$ cat src/rtl/periodic_framer_sched.sv
// periodic_framer_sched: programs a periodic_framer for each burst command, arms it, then counts its frames.
// Optional feature macro FRAMER_SCHED_SKIP_UNCHANGED_EN: skip settings writes whose value matches the last one written.
module periodic_framer_sched #(
  parameter int BASE    = 0,
  parameter int TIMEOUT = 65535
) (
  input  logic        clk,
  input  logic        reset,
  input  logic        clear,
  input  logic [63:0] cmd_tdata,
  input  logic        cmd_tvalid,
  output logic        cmd_tready,
  output logic        set_stb,
  output logic [7:0]  set_addr,
  output logic [31:0] set_data,
  output logic [31:0] trig_tdata,
  output logic        trig_tlast,
  output logic        trig_tvalid,
  input  logic        trig_tready,
  input  logic        frm_tvalid,
  input  logic        frm_tready,
  input  logic        frm_tlast,
  output logic        framer_clear,
  output logic        busy,
  output logic        done_stb,
  output logic        timeout_stb
);
  localparam int WDW = (TIMEOUT > 1) ? $clog2(TIMEOUT) : 1;

  typedef enum logic [2:0] {
    IDLE      = 3'd0,
    WR_FRAME  = 3'd1,
    WR_GAP    = 3'd2,
    WR_OFFSET = 3'd3,
    WR_NSYM   = 3'd4,
    ARM       = 3'd5,
    RUN       = 3'd6
  } state_t;

  state_t           state;
  state_t           state_nxt;
  logic [63:0]      cmd_r;
  logic [63:0]      cmd_cur;
  logic [3:0][15:0] fld;
  logic [3:0]       need;
  logic [15:0]      seq;
  logic [15:0]      cnt;
  logic [WDW-1:0]   wdog;
  logic             frame_end;
  logic             last_frame;
  logic             expire;
  logic             wr_nxt;
  logic [1:0]       wr_idx;
`ifdef FRAMER_SCHED_SKIP_UNCHANGED_EN
  logic [3:0][15:0] shadow;
`endif

  // WR_* state for the lowest pending field at or after index start; ARM when none remain.
  function automatic state_t first_wr(input logic [3:0] pend, input logic [2:0] start);
    first_wr = ARM;
    for (int i = 3; i >= 0; i--) begin
      if (pend[i] && (3'(i) >= start)) first_wr = state_t'(3'(i + 1));
    end
  endfunction

  assign cmd_tready = (state == IDLE);
  assign trig_tdata = {16'd0, seq};

  // Next-state decode; fields come straight from the bus on the accept cycle.
  always_comb begin
    cmd_cur = cmd_r;
    if (state == IDLE) begin
      cmd_cur = cmd_tdata;
      if (cmd_tdata[63:48] < 16'd2) cmd_cur[63:48] = 16'd2;
      else cmd_cur[63:48] = cmd_tdata[63:48];
    end else begin
      cmd_cur = cmd_r;
    end
    fld = cmd_cur;
`ifdef FRAMER_SCHED_SKIP_UNCHANGED_EN
    for (int i = 0; i < 4; i++) need[i] = (fld[i] != shadow[i]);
`else
    need = 4'b1111;
`endif
    frame_end  = frm_tvalid & frm_tready & frm_tlast;
    last_frame = frame_end && ((cnt + 16'd1) == cmd_r[63:48]);
    expire     = (TIMEOUT != 0) && !frame_end && (wdog == WDW'(TIMEOUT - 1));
    state_nxt  = state;
    if (clear) begin
      state_nxt = IDLE;
    end else begin
      case (state)
        IDLE:      if (cmd_tvalid) state_nxt = first_wr(need, 3'd0); else state_nxt = IDLE;
        WR_FRAME,
        WR_GAP,
        WR_OFFSET,
        WR_NSYM:   state_nxt = first_wr(need, 3'(state));
        ARM:       if (trig_tready) state_nxt = RUN; else state_nxt = ARM;
        RUN:       if (last_frame || expire) state_nxt = IDLE; else state_nxt = RUN;
        default:   state_nxt = IDLE;
      endcase
    end
    wr_nxt = (state_nxt == WR_FRAME) || (state_nxt == WR_GAP) ||
             (state_nxt == WR_OFFSET) || (state_nxt == WR_NSYM);
    wr_idx = 2'(3'(state_nxt) - 3'd1);
  end

  // State register with outputs registered from the next state.
  always_ff @(posedge clk) begin
    if (reset) begin
      state        <= IDLE;
      cmd_r        <= 64'd0;
      seq          <= 16'd0;
      cnt          <= 16'd0;
      wdog         <= '0;
      set_stb      <= 1'b0;
      set_addr     <= 8'd0;
      set_data     <= 32'd0;
      trig_tvalid  <= 1'b0;
      trig_tlast   <= 1'b0;
      busy         <= 1'b0;
      done_stb     <= 1'b0;
      timeout_stb  <= 1'b0;
      framer_clear <= 1'b0;
`ifdef FRAMER_SCHED_SKIP_UNCHANGED_EN
      shadow       <= '0;
`endif
    end else begin
      state        <= state_nxt;
      set_stb      <= wr_nxt;
      set_addr     <= wr_nxt ? (8'(BASE) + {6'd0, wr_idx}) : 8'd0;
      set_data     <= wr_nxt ? {16'd0, fld[wr_idx]} : 32'd0;
      trig_tvalid  <= (state_nxt == ARM) || (state_nxt == RUN);
      trig_tlast   <= (state_nxt == ARM);
      busy         <= (state_nxt != IDLE);
      done_stb     <= !clear && (state == RUN) && last_frame;
      timeout_stb  <= !clear && (state == RUN) && expire;
      framer_clear <= !clear && (state == RUN) && expire;
      if (!clear && (state == IDLE) && cmd_tvalid) cmd_r <= cmd_cur;
      if (clear) seq <= 16'd0;
      else if ((state == RUN) && (last_frame || expire)) seq <= seq + 16'd1;
      if (clear) cnt <= 16'd0;
      else if ((state == ARM) && trig_tready) cnt <= 16'd0;
      else if ((state == RUN) && frame_end) cnt <= cnt + 16'd1;
      // Watchdog restarts on RUN entry and on each frame-end.
      if ((state != RUN) || frame_end) wdog <= '0;
      else wdog <= wdog + WDW'(1);
`ifdef FRAMER_SCHED_SKIP_UNCHANGED_EN
      if (wr_nxt) shadow[wr_idx] <= fld[wr_idx];
`endif
    end
  end
endmodule
$ cat config.mk
export PLATFORM = sky130hd
export DESIGN_NAME = periodic_framer_sched
export DESIGN_NICKNAME = d
export VERILOG_FILES = /design/src/rtl/periodic_framer_sched.sv
export SDC_FILE = /design/constraint.sdc
export NUM_CORES = 1
export LEC_CHECK = 0
export BUFFER_PORTS_ARGS = -buffer_cell sky130_fd_sc_hd__buf_2
export CORE_MARGIN = 2
export CORE_UTILIZATION = 49
export CTS_BUF_LIST = sky130_fd_sc_hd__clkbuf_2 sky130_fd_sc_hd__clkbuf_4 sky130_fd_sc_hd__clkbuf_8
export DETAILED_ROUTE_END_ITERATION = 10
export PLACE_DENSITY = 0.72
export SLEW_MARGIN = 20
export SYNTH_ARGS = -nofsm -noshare
export SYNTH_HDL_FRONTEND = slang
export SYNTH_SLANG_ARGS = --single-unit
$ cat constraint.sdc
create_clock -name clk -period 5.62 [get_ports clk]
set_clock_uncertainty 0.1 [all_clocks]
set_input_delay 1.124 -clock clk [delete_from_list [all_inputs] [get_ports clk]]
set_output_delay 1.124 -clock clk [all_outputs]
set_load 0.02 [all_outputs]
==> impl_metrics.toml, run 1 <==
[grt]
grt_pass1_vias = 5667
overflow = 0
grt_max_degree = 81
antenna_found_initial = 0
grt_use_total = 0.226
grt_pass1_wl_mm = 29.3

[worst_hold_path]
hp-start = "cmd_r[35]"
min_path_type = "flop to flop"

[final_layout]
instances_no_fill = 1165
stdcell_area_mm2 = 0.00849
drive_gt1_frac = 0.198
n_antenna_cell = 0
area_growth_pct = 11.9
utilization = 0.561
nNetsFinal = 1046

[timing]
relSlewSlack = 0.412
timing.final.crit_share = 0.806
rsz0062_at_grt = "no"
finalSetupViolCount = 0
tightest_slew_ns = 0.882
period_needed_ns = 4.53
drv_slew = 0
tns_ns = 0
finalHoldViolations = 0
max_freq_mhz = 221

[synthesis]
ys_ff_latch = 139
avgSynthCellArea_um2 = 8.61
yosys-top-cells-count = "nand2_1 (167), dfxtp_1 (139), a21oi_1 (88)"
syn-cell-area_mm2 = 0.00759
syn_inst = 882
netlist_top_cells_area = "dfxtp_1 (37%), mux2i_1 (11%), nand2_1 (8.3%)"
synth-warning-count = 0
yosys.area.top_type = "dfxtp_1"
synthFlopType = "dfxtp_1"
synth_edf_count = 0
yosysMostFrequentCell = "nand2_1"
async_flop_share = 0
synth_top_cell_area_share = 0.367
yosysSeqAreaShare = 0.367
synth.distinct_cells = 59

[clock_network]
hold_buffers = 0
cts_resized = 0
cts.sinks = 139
cts_buffers = 17
cts_setup_buffers = 0
cts_buffer_depth = 2
ctsHtreeMaxLevel = 4
insertion_delay_ns = 0.45
cts.clk_slew.worst_paths_ns = 0.07
cts_tree = "built"
cts-root-buf = "clkbuf_8"

[critical_path]
max_stage_delay_ns = 0.80
cp-startpoint = "cnt[0]"
crit_path_start_kind = "flop"
crit_type = "flop to flop"
timing.rr.start = "cnt[0]"
required_ns = 5.89
worst_path_max_delay_cell = "ha_1"
path_cells = "ha_1 > nand3_1 > or3_1 > a311oi_2 > nor4_4 > a41oi_4 > a21oi_1 > or3_1 > ha_1 > mux4_2 > nand2b_1 > mux2i_1"
critPathMaxFanout = 18
critPathCaptureType = "flop"
worstPathArrival_ns = 4.80

[floorplanning]
rows = 45
core-area_mm2 = 0.0151
start_util = 0.501
die_area_mm2 = 0.0165
die_h_um = 128
ios = 152
fp.dieW_um = 128

[outcome]
status = "finished, final reports clean"

[power]
peakVddDrop_uv = 146
powerDensity_mw_per_mm2 = 261
p_leak_uw = 0.00352

[placed_design]
dp_cells = 1135
dp_hpwl_mm = 13.0
dpl_cell_area_mm2 = 0.00807
place_congestion = 0.897
numPortBuffers = 113

[routing]
postRouteAntennaNets = 0
vias = 6288
routed_via_density = 5.40
finalWirelength_mm = 18.4
drt_iter0_markers = 516
drtPass1Iterations = 5
drc = 0
routedWlPerCell_um = 15.8

[flow_run]
cap_viol_max_count = 0
-- metrics by stage --
stage          power (uW)  setup WS, ns  hold slack (ns)
4_1_cts              2230          1.10            0.356
3_3_place_gp         1360          1.30            0.338
5_1_grt              2310         0.795            0.370
2_1_floorplan        1300          1.71            0.332
6_report             2210          1.09            0.356
3_5_place_dp         1370          1.12            0.345
-- sequential cells by signal, indices dropped and copies added (netlist names) --
signal       flops
cnt             16
set_stb          1
state            3
set_data        16
trig_tlast       1
wdog            16
trig_tvalid      1
seq             16
cmd_r           64
set_addr         2
done_stb         1
timeout_stb      1
busy             1
-- placed cells by master (no fill, tap or decap), types with 14 or more instances in the layout --
cell / Yosys / final
nand2_1: 167 / 167
dfxtp_1: 139 / 139
buf_2: 20 / 113
a21oi_1: 88 / 88
mux2i_1: 86 / 86
nor2_1: 40 / 40
conb_1: 1 / 38
nand2b_1: 32 / 32
xor2_1: 24 / 24
xnor2_1: 21 / 21
nand3_1: 21 / 21
clkbuf_8: 0 / 21
or3_1: 16 / 16
mux4_2: 14 / 14
-- kinds of logic (layout without fill, tap and decap cells) --
kind of cell,Yosys count,after routing,synth area share
buffers and inverters,105,163,0.0765
muxes,104,104,0.161
xor gates and xnor gates,45,45,0.0519
adders and majority gates,8,8,0.0132
DFF,139,139,0.367
AOI/OAI and AO/OA,131,131,0.104
and+or+nand+nor,349,349,0.226
other,1,38,0.000494
-- final timing paths --
path	slack, ns	cells past startpoint	to
worst max-delay path	1.09	12	set_data[9]
worst min-delay path	0.36	2	cmd_r[35]
worst max register to register	1.09	12	set_data[9]
worst min register to register	0.36	2	cmd_r[35]
-- layout make-up --
cell class,count,area [um2]
multi-input combinational,675,4380
clock buffer,24,312
sequential,139,2780
tap,188,235
clock inverter,6,111
fill,1367,6650
timing repair buffer,122,633
inverter,11,41.3
-- report_power, final --
part	switching, uW	internal [uW]
Combinational	185	127
Sequential	20.8	1020
Clock	368	497
-- metal layers --
metal  vias to the layer above  part of all wire  wire [um]  GRT usage
met5                         -                 0          0          0
met1                      2927              0.47       8640      0.328
met4                         0             0.022        406     0.0802
met3                        27             0.062       1140     0.0466
li1                       3138                 -          -          -
met2                       196              0.45       8180      0.333
-- worst max-delay path: cells and delay by family, from the launching register on --
kind	cells	cell delay (ns)
muxes	2	0.55
adders and majority gates	2	1.07
AOI/OAI and AO/OA	3	0.85
and+or+nand+nor	5	1.42
DFF	1	0.44
Power figures use the tool's default switching activity.
==> inputs of run 2 (changes only) <==
PLACE_DENSITY = 0.75   (was 0.72)
clock period = 3.7 ns   (was 5.62 ns; I/O delays follow)
==> impl_metrics.toml, run 2 (synthesis results as in run 1) <==
[critical_path]
r2r_cells = 14
crit_path_start_kind = "flop"
critPathCaptureType = "flop"
worstPathArrival_ns = 3.78
crit_type = "flop to flop"
critPathMaxFanout = 18
required_ns = 4.00

[clock_network]
cts_buffer_depth = 2
insertion_delay_ns = 0.47
cts_setup_buffers = 0
ctsHtreeMaxLevel = 4
cts_tree = "built"
cts-root-buf = "clkbuf_8"
cts.sinks = 139
cts.clk_slew.worst_paths_ns = 0.08
hold_buffers = 0
cts_buffers = 17

[worst_hold_path]
holdPathStages = 2
min_path_type = "flop to flop"

[timing]
relSlewSlack = 0.535
finalHoldViolations = 0
hold_slack_ns = 0.354
max_freq_mhz = 287
drv_slew = 0
rsz0062_at_grt = "no"
tightest_slew_ns = 0.697
timing.final.crit_share = 0.941
finalSetupViolCount = 0
period_needed_ns = 3.48

[routing]
drtPass1Iterations = 6
vias = 6473
routedWlPerCell_um = 15.6
drc = 0
drt_iter0_markers = 535
postRouteAntennaNets = 0
finalWirelength_mm = 18.4
routed_via_density = 5.49

[power]
p_leak_uw = 0.00362
peakVddDrop_uv = 250
powerDensity_mw_per_mm2 = 402

[floorplanning]
die_area_mm2 = 0.0165
start_util = 0.501
ios = 152
die_h_um = 128
fp.dieW_um = 128
rows = 45
core-area_mm2 = 0.0151

[placed_design]
place_congestion = 0.887
dp_cells = 1148
numPortBuffers = 113
dp_hpwl_mm = 13.2
dpl_cell_area_mm2 = 0.00819

[grt]
overflow = 0
grt_max_degree = 64
grt_pass1_wl_mm = 28.7
antenna_found_initial = 0
grt_use_total = 0.222
grt_pass1_vias = 5752

[final_layout]
n_antenna_cell = 0
largest_reg_flops = 64
instances_no_fill = 1180
stdcell_area_mm2 = 0.00868
top_register = "cmd_r"
final_cell_mix = "nand2_1 (167), dfxtp_1 (139), buf_2 (113), a21oi_1 (88), mux2i_1 (86)"
final_common_cell = "nand2_1"
area_growth_pct = 14.3
utilization = 0.573
drive_gt1_frac = 0.213
nNetsFinal = 1059

[outcome]
status = "finished, final reports clean"

[flow_run]
cap_viol_max_count = 0
## run 2: timing repair
action	4_1_cts	5_1_grt
endpoints found under the setup margin	7	10
gates cloned	0	0
gates resized for setup	1	4
## run 2: layout make-up
class	instances	area [um2]
Clock buffer	20	275
Multi-Input combinational cell	675	4400
Inverter	11	41.3
Fill cell	1374	6470
Clock inverter	12	183
Timing Repair Buffer	135	756
Sequential cell	139	2780
Tap cell	188	235
## run 2: path summary, 6_finish.rpt
| kind | from | endpoint | slack (ns) |
|---|---|---|---|
| min | cmd_r[32] | cmd_r[32] | 0.35 |
| max reg2reg | cnt[0] | set_data[7] | 0.22 |
| min reg2reg | cmd_r[32] | cmd_r[32] | 0.35 |
| max | cnt[0] | set_data[7] | 0.22 |
## run 2: metal layers
layer / vias to the layer above / routed length [um] / GRT usage
li1: 3165 / - / -
met1: 3053 / 8160 / 0.298
met2: 223 / 8450 / 0.349
met3: 32 / 1370 / 0.0482
met4: 0 / 386 / 0.0847
met5: - / 0 / 0
## run 2: worst max-delay path, cell delays in order (launching register included)
cell,delay (ns)
dfxtp_1,0.32
ha_1,0.21
buf_4,0.15
nor3b_1,0.13
o21a_1,0.20
o31ai_2,0.25
a31oi_2,0.11
a41oi_4,0.26
a21oi_1,0.14
or3_1,0.43
ha_4,0.31
buf_12,0.16
mux4_2,0.34
nand2b_1,0.17
mux2i_1,0.14
## run 2: report_power, final
group,internal (uW),switching [uW],total [uW]
Combinational,202,290,492
Clock,798,621,1420
Sequential,1540,29.5,1570
## run 2: through the flow
stage	worst slack [ns]	total power, uW	setup TNS [ns]
after floorplan	0.126	1970	0
after global placement	-0.0100	2080	-0.0100
after detailed placement	-0.127	2090	-1.54
after CTS	0.189	3490	0
after global routing	0.0356	3610	0
final	0.219	3480	0
